$ cat src/rtl/pc_fetch_sequencer_if.sv
// Run-control and PC bus between the fetch sequencer (master) and the CPU/bench (slave).
// The error line exists only when PC_FETCH_STALL_WATCHDOG_EN is defined.
interface pc_fetch_sequencer_if;
    logic        start;
    logic        pc_write;
    logic [31:0] next_pc;
    logic [31:0] pc;
    logic        running;
    logic        done;
    logic [31:0] cycle_cnt;
    logic [31:0] stall_cnt;
    logic [31:0] fetch_cnt;
`ifdef PC_FETCH_STALL_WATCHDOG_EN
    logic        error;

    modport master (
        input  start, pc_write, next_pc,
        output pc, running, done, cycle_cnt, stall_cnt, fetch_cnt, error
    );

    modport slave (
        output start, pc_write, next_pc,
        input  pc, running, done, cycle_cnt, stall_cnt, fetch_cnt, error
    );
`else
    modport master (
        input  start, pc_write, next_pc,
        output pc, running, done, cycle_cnt, stall_cnt, fetch_cnt
    );

    modport slave (
        output start, pc_write, next_pc,
        input  pc, running, done, cycle_cnt, stall_cnt, fetch_cnt
    );
`endif
endinterface

$ cat src/rtl/pc_fetch_sequencer.sv
// PC register and run control (IDLE -> RUN -> DRAIN -> HALT) in front of the pipelined CPU.
// Optional stall watchdog enabled by defining PC_FETCH_STALL_WATCHDOG_EN.
module pc_fetch_sequencer #(
    parameter logic [31:0] RESET_PC      = 32'h0000_0000,
    parameter logic [31:0] END_PC        = 32'h0000_0100,
    parameter int unsigned DRAIN_CYCLES  = 4,
    parameter int unsigned STALL_TIMEOUT = 16
) (
    input  logic                  clk,
    input  logic                  rst_n,
    pc_fetch_sequencer_if.master  bus
);

    typedef enum logic [1:0] {
        IDLE  = 2'd0,
        RUN   = 2'd1,
        DRAIN = 2'd2,
        HALT  = 2'd3
    } stateT;

    stateT       state_q, state_d;
    logic [31:0] pc_q, pc_d;
    logic        running_q, running_d;
    logic        done_q, done_d;
    logic [31:0] cycleCnt_q, cycleCnt_d;
    logic [31:0] stallCnt_q, stallCnt_d;
    logic [31:0] fetchCnt_q, fetchCnt_d;
    logic [3:0]  drainCnt_q, drainCnt_d;
`ifdef PC_FETCH_STALL_WATCHDOG_EN
    logic [7:0]  stallRun_q, stallRun_d;
    logic        error_q, error_d;
`else
    logic        unused_stallTimeout;
    assign unused_stallTimeout = ^8'(STALL_TIMEOUT);
`endif

    // The CPU's PC+4 may carry junk in its low bits; fetch addresses stay word-aligned.
    logic unused_nextPcLsbs;
    assign unused_nextPcLsbs = ^bus.next_pc[1:0];

    always_comb begin
        state_d    = state_q;
        pc_d       = pc_q;
        running_d  = running_q;
        done_d     = done_q;
        cycleCnt_d = cycleCnt_q;
        stallCnt_d = stallCnt_q;
        fetchCnt_d = fetchCnt_q;
        drainCnt_d = drainCnt_q;
`ifdef PC_FETCH_STALL_WATCHDOG_EN
        stallRun_d = stallRun_q;
        error_d    = error_q;
`endif
        case (state_q)
            IDLE: begin
                pc_d = RESET_PC;
                if (bus.start) begin
                    state_d    = RUN;
                    running_d  = 1'b1;
                    cycleCnt_d = '0;
                    stallCnt_d = '0;
                    fetchCnt_d = '0;
                end
            end
            RUN: begin
                cycleCnt_d = cycleCnt_q + 32'd1;
                if (pc_q == END_PC) begin
                    state_d    = DRAIN;
                    drainCnt_d = 4'(DRAIN_CYCLES);
`ifdef PC_FETCH_STALL_WATCHDOG_EN
                    stallRun_d = '0;
`endif
                end else if (bus.pc_write) begin
                    pc_d       = {bus.next_pc[31:2], 2'b00};
                    fetchCnt_d = fetchCnt_q + 32'd1;
`ifdef PC_FETCH_STALL_WATCHDOG_EN
                    stallRun_d = '0;
`endif
                end else begin
                    stallCnt_d = stallCnt_q + 32'd1;
`ifdef PC_FETCH_STALL_WATCHDOG_EN
                    // The stall that completes the timeout run halts with the error flag set.
                    if (stallRun_q == 8'(STALL_TIMEOUT - 1)) begin
                        state_d    = HALT;
                        running_d  = 1'b0;
                        error_d    = 1'b1;
                        stallRun_d = '0;
                    end else begin
                        stallRun_d = stallRun_q + 8'd1;
                    end
`endif
                end
            end
            DRAIN: begin
                cycleCnt_d = cycleCnt_q + 32'd1;
                drainCnt_d = drainCnt_q - 4'd1;
                if (drainCnt_q == 4'd1) begin
                    state_d   = HALT;
                    running_d = 1'b0;
                    done_d    = 1'b1;
                end
            end
            HALT: begin
                if (bus.start) begin
                    state_d    = RUN;
                    running_d  = 1'b1;
                    done_d     = 1'b0;
                    pc_d       = RESET_PC;
                    cycleCnt_d = '0;
                    stallCnt_d = '0;
                    fetchCnt_d = '0;
`ifdef PC_FETCH_STALL_WATCHDOG_EN
                    error_d    = 1'b0;
`endif
                end
            end
            default: begin
                state_d   = IDLE;
                running_d = 1'b0;
                done_d    = 1'b0;
            end
        endcase
    end

    always_ff @(posedge clk) begin
        if (!rst_n) begin
            state_q    <= IDLE;
            pc_q       <= RESET_PC;
            running_q  <= 1'b0;
            done_q     <= 1'b0;
            cycleCnt_q <= '0;
            stallCnt_q <= '0;
            fetchCnt_q <= '0;
            drainCnt_q <= '0;
`ifdef PC_FETCH_STALL_WATCHDOG_EN
            stallRun_q <= '0;
            error_q    <= 1'b0;
`endif
        end else begin
            state_q    <= state_d;
            pc_q       <= pc_d;
            running_q  <= running_d;
            done_q     <= done_d;
            cycleCnt_q <= cycleCnt_d;
            stallCnt_q <= stallCnt_d;
            fetchCnt_q <= fetchCnt_d;
            drainCnt_q <= drainCnt_d;
`ifdef PC_FETCH_STALL_WATCHDOG_EN
            stallRun_q <= stallRun_d;
            error_q    <= error_d;
`endif
        end
    end

    assign bus.pc        = pc_q;
    assign bus.running   = running_q;
    assign bus.done      = done_q;
    assign bus.cycle_cnt = cycleCnt_q;
    assign bus.stall_cnt = stallCnt_q;
    assign bus.fetch_cnt = fetchCnt_q;
`ifdef PC_FETCH_STALL_WATCHDOG_EN
    assign bus.error     = error_q;
`endif

endmodule

$ cat src/flat_wrapper.sv
// flat-port wrapper written by rule: the top's interface ports become plain ports
module pc_fetch_sequencer_flat 
#(
    parameter logic [31:0] RESET_PC      = 32'h0000_0000,
    parameter logic [31:0] END_PC        = 32'h0000_0100,
    parameter int unsigned DRAIN_CYCLES  = 4,
    parameter int unsigned STALL_TIMEOUT = 16
)
  (clk, rst_n, bus_start, bus_pc_write, bus_next_pc, bus_pc, bus_running, bus_done, bus_cycle_cnt, bus_stall_cnt, bus_fetch_cnt);
  pc_fetch_sequencer_if bus_i ();
  input  logic clk;
  input  logic rst_n;
  input wire logic [$bits(bus_i.start)-1:0] bus_start;
  input wire logic [$bits(bus_i.pc_write)-1:0] bus_pc_write;
  input wire logic [$bits(bus_i.next_pc)-1:0] bus_next_pc;
  output wire logic [$bits(bus_i.pc)-1:0] bus_pc;
  output wire logic [$bits(bus_i.running)-1:0] bus_running;
  output wire logic [$bits(bus_i.done)-1:0] bus_done;
  output wire logic [$bits(bus_i.cycle_cnt)-1:0] bus_cycle_cnt;
  output wire logic [$bits(bus_i.stall_cnt)-1:0] bus_stall_cnt;
  output wire logic [$bits(bus_i.fetch_cnt)-1:0] bus_fetch_cnt;
  assign bus_i.start = bus_start;
  assign bus_i.pc_write = bus_pc_write;
  assign bus_i.next_pc = bus_next_pc;
  assign bus_pc = bus_i.pc;
  assign bus_running = bus_i.running;
  assign bus_done = bus_i.done;
  assign bus_cycle_cnt = bus_i.cycle_cnt;
  assign bus_stall_cnt = bus_i.stall_cnt;
  assign bus_fetch_cnt = bus_i.fetch_cnt;
  pc_fetch_sequencer #(.RESET_PC(RESET_PC), .END_PC(END_PC), .DRAIN_CYCLES(DRAIN_CYCLES), .STALL_TIMEOUT(STALL_TIMEOUT)) u_core (.clk(clk), .rst_n(rst_n), .bus(bus_i));
endmodule
$ cat config.mk
export PLATFORM = sky130hd
export DESIGN_NAME = pc_fetch_sequencer_flat
export DESIGN_NICKNAME = d
export VERILOG_FILES = /design/src/rtl/pc_fetch_sequencer_if.sv /design/src/rtl/pc_fetch_sequencer.sv /design/src/flat_wrapper.sv
export SDC_FILE = /design/constraint.sdc
export NUM_CORES = 1
export LEC_CHECK = 0
export CAP_MARGIN = 20
export CORE_MARGIN = 4
export CORE_UTILIZATION = 45
export CTS_BUF_LIST = sky130_fd_sc_hd__clkbuf_4 sky130_fd_sc_hd__clkbuf_8
export CTS_CLUSTER_DIAMETER = 40
export CTS_CLUSTER_SIZE = 20
export DETAILED_ROUTE_END_ITERATION = 10
export PLACE_DENSITY = 0.79
export SLEW_MARGIN = 40
export SYNTH_ARGS = -nofsm -noshare
export SYNTH_HDL_FRONTEND = slang
export SYNTH_SLANG_ARGS = --single-unit
export TNS_END_PERCENT = 1
$ cat constraint.sdc
create_clock -name clk -period 2.55 [get_ports clk]
set_input_delay 0.3825 -clock clk [delete_from_list [all_inputs] [get_ports clk]]
set_output_delay 0.3825 -clock clk [all_outputs]
set_load 0.02 [all_outputs]
# --- Yosys cells after proc, flatten, opt, wreduce, memory -nomap -nowiden ---
# Cells that the tools add are included.
# Widths: inputs -> output; s select.
word_totals:
  register_bits: 136
  latch_bits: 0
  ram_bits: 0
  mem_bits_ro: 0
  input_bits: 36
  memories: 0
op_classes:
  addsub: 4
  n_mul: 0
  n_div: 0
  magnitude_cmp: 0
  eq_ne: 12
  shifts: 0
  muxes: 23
  bitwise_logic: 0
  n_reduce_logical: 15
ops:
  columns: ["operator", "count"]
  rows:
  - ["$mux 32", 7]
  - ["$pmux 32 s2", 3]
  - ["$add 32x1->32 const B", 3]
  - ["$pmux 32 s3", 1]
  - ["$eq 32x9->1 const B", 1]
  - ["$reduce_and 4->1", 3]
  - ["$reduce_and 3->1", 3]
  - ["$ne 2x2->1 const B", 4]
  - ["$pmux 4 s2", 1]
  - ["$reduce_bool 2->1", 4]
  - ["$mux 2", 3]
  - ["$ne 2x1->1 const B", 3]
  - ["$pmux 2 s3", 1]
  - ["$eq 2x2->1 const B", 2]
  - ["$eq 4x1->1 const B", 1]
  - ["$mux 1", 4]
  - ["$mux 4", 1]
  - ["$pmux 1 s2", 2]
  - ["$reduce_or 2->1", 2]
  - ["$sub 4x1->4 const B", 1]
  - ["$reduce_bool 3->1", 1]
  - ["$eq 2x1->1 const B", 1]
  - ["$logic_not 2->1", 1]
  - ["$reduce_and 2->1", 1]

# --- Logic depth before layout (Yosys ltp) ---
depth:
  ltp_word: 4
  mapped_depth: 10
  ltp_nobuf: 7

# --- Worst setup path after synthesis ---
# OpenSTA, ideal clock, no wires.
synth_path:
  kind: "register to register"
  from: "register u_core.state_q[0]"
  to: "register u_core.cycleCnt_q[16], in the netlist u_core.bus.cycle_cnt[16]"
  setup_ns: 0.070
  arrival_time_ns: 2.159
  required_ns: 2.480
  setup_slack_ns: 0.321
  path_stages_with_launch: 8
  path_buffers: 2
  cell_sequence: "dfxtp_1 > inv_1 > ha_1 > buf_2 > or4_4 > buf_6 > or4_1 > a21oi_1"
synth_via:
  elab_chain_cells: 3
synth_rtl:
  columns: ["element", "line", "text"]
  rows:
  - ["from (decl)", "pc_fetch_sequencer.sv:21", "stateT state_q, state_d;"]
  - ["from (signal assigned)", "pc_fetch_sequencer.sv:140", "state_q <= state_d;"]
  - ["$eq 2x2->1 (tied with other cells)", "pc_fetch_sequencer.sv:54", "case (state_q)"]
  - ["$reduce_or 2->1 (no source line)", null, null]
  - ["$pmux 32 s2 or $ne 2x1->1 (tied branches)", null, null]
  - ["to (signal assigned)", "pc_fetch_sequencer.sv:144", "cycleCnt_q <= cycleCnt_d;"]
  - ["to (decl)", "pc_fetch_sequencer.sv:25", "logic [31:0] cycleCnt_q, cycleCnt_d;"]
# Parallel ways exist; a longest one is shown, timed or not.
# A chain may end at the register's enable or synchronous reset.

# --- Worst setup path in the final report ---
layout_path:
  from: "register u_core.state_q[0]"
  to: "register u_core.cycleCnt_q[27], in the netlist u_core.bus.cycle_cnt[27]"
# The elaborated chain is that of the path after synthesis.

==> out/results.ini <==
[min_path]
hold_path_class = reg -> reg

[detailed_routing]
dr.first_iter.drc_count = 552
drc = 0
avgRoutedWirePerCell_um = 17.0
vias = 6970
routed_wl_um = 19600
first_pass_iters = 6
viasPerCell = 6.05
ant_nets = 0

[power]
powerDensity_nw_per_um2 = 749
p_leak_uw = 0.00304
peakVddDrop_mv = 0.518
power_uw = 6790

[worst_setup_path]
critical_path_required_ns = 2.89
crit_path_end_kind = flip-flop
arrival_ns = 2.73
critPathLaunchType = flip-flop
crit_fanout = 8
timing_worst_setup_path_type = reg -> reg

[die]
die_height_um = 130
start_util = 0.460
core_sq_um = 14600
die_x_um = 130
ioPinCount = 166
std_cell_rows = 44
die-area_sq_um = 16900

[timing]
period_minus_slack_ns = 2.40
rsz0062_at_grt = no
max_freq_ghz = 0.417
whs_ns = 0.492
setup_ws_ns = 0.154
fin_tns_setup_ns = 0
drv_slew = 0
finalHoldViolCount = 0
period_share = 0.940
tightest_slew_ns = 0.702
relSlewSlack = 0.531
setup_viol = 0
fin_worst_skew_ns = 0.0131

[clocking]
cts_buffers = 17
insertion_delay_ns = 0.44
cts.htree.levels = 4
path_clk_slew_ns = 0.08
cts.sinks = 134
root_buffer = clkbuf_8
clockBufferDepth = 2
tritoncts = built

[synth]
syn_inst = 800
synth_edf_count = 0
synthArstFlopShare = 0
synth_area_sq_um = 6710
ys.flop_type = dfxtp_1
ys_ff_latch = 134
syn_area_per_cell_sq_um = 8.39
ys_seq_area_frac = 0.400
ys_types = 64
yosysWarnings = 0

[global_routing]
gr-total-overflow = 0
grt_pass1_wl_um = 31500
grt_pass1_vias = 6311
grt_max_degree = 76
grtUsageTotal = 0.227
antenna_found_initial = 0

[place]
numPortBuffers = 161
dpl.hpwl_um = 13300
place_ws_ns = 0.0752
place_congestion = 0.804
placed_cell_area_sq_um = 8600

[cells_and_area]
fin_area_sq_um = 9060
finalNetCount = 1000
syn2layout_area_growth_pct = 35.1
diodes = 0
drive_gt1_frac = 0.0939

[run_status]
status = finished clean

[run]
maxCapViolCount = 0

## cell usage in the layout, fill, tap and decap left out, types with 8 or more instances in the layout
cell	count
nand3_1	92
mux2i_1	8
nor3_1	17
clkbuf_8	19
or4_1	17
nand2_1	65
a22o_1	30
a21oi_1	40
buf_4	25
and4_1	9
clkdlybuf4s50_1	160
ha_1	8
nor2_1	46
nand2b_1	14
o211ai_1	10
dfxtp_1	134
a311oi_1	18
inv_1	20
or3_1	11
nand4_1	30
nor4_1	21
and3_1	19
a31oi_1	24
o21ai_0	19
## per-layer routing
layer  global-route usage  vias up  routed length, um
li1                     -     3388                  -
met1                0.297     3296               8540
met2                0.368      257               9320
met3               0.0602       29               1390
met4               0.0715        0                300
met5                    0        -                  0
## Yosys cell counts (4+ instances only)
cell,instances,area share
or4_1,17,0.019
a31oi_1,24,0.022
nor3_1,17,0.013
a2bb2oi_1,4,0.0052
o21ai_0,19,0.014
buf_4,4,0.0045
a41oi_1,7,0.0091
nor4_1,21,0.020
o31a_1,5,0.0065
and3_1,19,0.018
nand2b_1,14,0.013
and2_1,7,0.0065
ha_1,8,0.015
inv_1,21,0.012
or3_1,11,0.010
a21oi_1,41,0.031
mux2i_1,8,0.012
a311oi_1,18,0.023
a41o_1,5,0.0075
nand4_1,30,0.028
o211ai_1,10,0.011
a22o_1,30,0.039
nor2_1,47,0.026
clkbuf_1,39,0.022
o311ai_0,4,0.0052
buf_2,8,0.0060
xor2_1,4,0.0052
nand3_1,92,0.069
mux2_2,7,0.012
dfxtp_1,134,0.40
nand2_1,65,0.036
and4_1,9,0.012
## worst max-delay path: stages (launching register included)
cell and delay, ns:
dfxtp_1 0.36, inv_1 0.07, ha_1 0.40, nand4b_1 0.23, or3_1 0.43, nor4_4 0.47, a21oi_1 0.13, a41o_1 0.21
## timing repair
action | in CTS | in global routing
setup endpoints to repair | 0 | 4
resized for setup | 0 | 1
buffers inserted | 0 | 0
hold buffers | 0 | 0
endpoints found under the hold margin | 0 | 0
## flip-flops by register name, indices dropped and copies added (netlist names)
name	cells
u_core.bus.cycle_cnt	32
u_core.bus.done	1
u_core.bus.fetch_cnt	32
u_core.bus.pc	30
u_core.bus.running	1
u_core.bus.stall_cnt	32
u_core.drainCnt_q	4
u_core.state_q	2
## layout make-up
type / instances / area [sq um]
Clock buffer: 19 / 262
Clock inverter: 13 / 203
Fill cell: 1284 / 5520
Inverter: 22 / 82.6
Multi-Input combinational cell: 591 / 3740
Sequential cell: 134 / 2680
Tap cell: 184 / 230
Timing Repair Buffer: 190 / 1870
## per-stage QoR
| stage | instances | util |
|---|---|---|
| 2_1_floorplan | 801 | - |
| 3_3_place_gp | 1120 | 0.588 |
| 3_5_place_dp | 1121 | 0.589 |
| 4_1_cts | 1153 | 0.621 |
| 5_1_grt | 1153 | 0.621 |
| 6_report | 1153 | 0.621 |
## kinds of logic (layout without fill, tap and decap cells)
group,count (synthesis),in the layout,share of synthesized area
muxes,15,15,0.0237
buffers and inverters,76,244,0.0474
AOI/OAI and AO/OA,196,196,0.213
adders and majority gates,8,8,0.0149
other,1,2,0.000559
DFF,134,134,0.400
xor gates and xnor gates,5,5,0.00652
and+or+nand+nor,365,365,0.294
## path summary, 6_finish.rpt
| kind | from | end | slack (ns) | depth (start not counted) |
|---|---|---|---|---|
| hold reg to reg | u_core.drainCnt_q[1] | u_core.drainCnt_q[1] | 0.49 | 2 |
| hold / removal | u_core.drainCnt_q[1] | u_core.drainCnt_q[1] | 0.49 | 2 |
| setup reg to reg | u_core.state_q[0] | u_core.bus.cycle_cnt[27] | 0.15 | 7 |
| setup / recovery | u_core.state_q[0] | u_core.bus.cycle_cnt[27] | 0.15 | 7 |
## where the power goes
part / internal [uW] / switching [uW] / total, uW / leakage [uW]
sequential: 2200 / 89.8 / 2290 / 0.00108
combinational: 826 / 1610 / 2440 / 0.00173
clock: 1210 / 848 / 2060 / 0.000231
total: 4230 / 2550 / 6790 / 0.00304
Power figures use the tool's default switching activity.
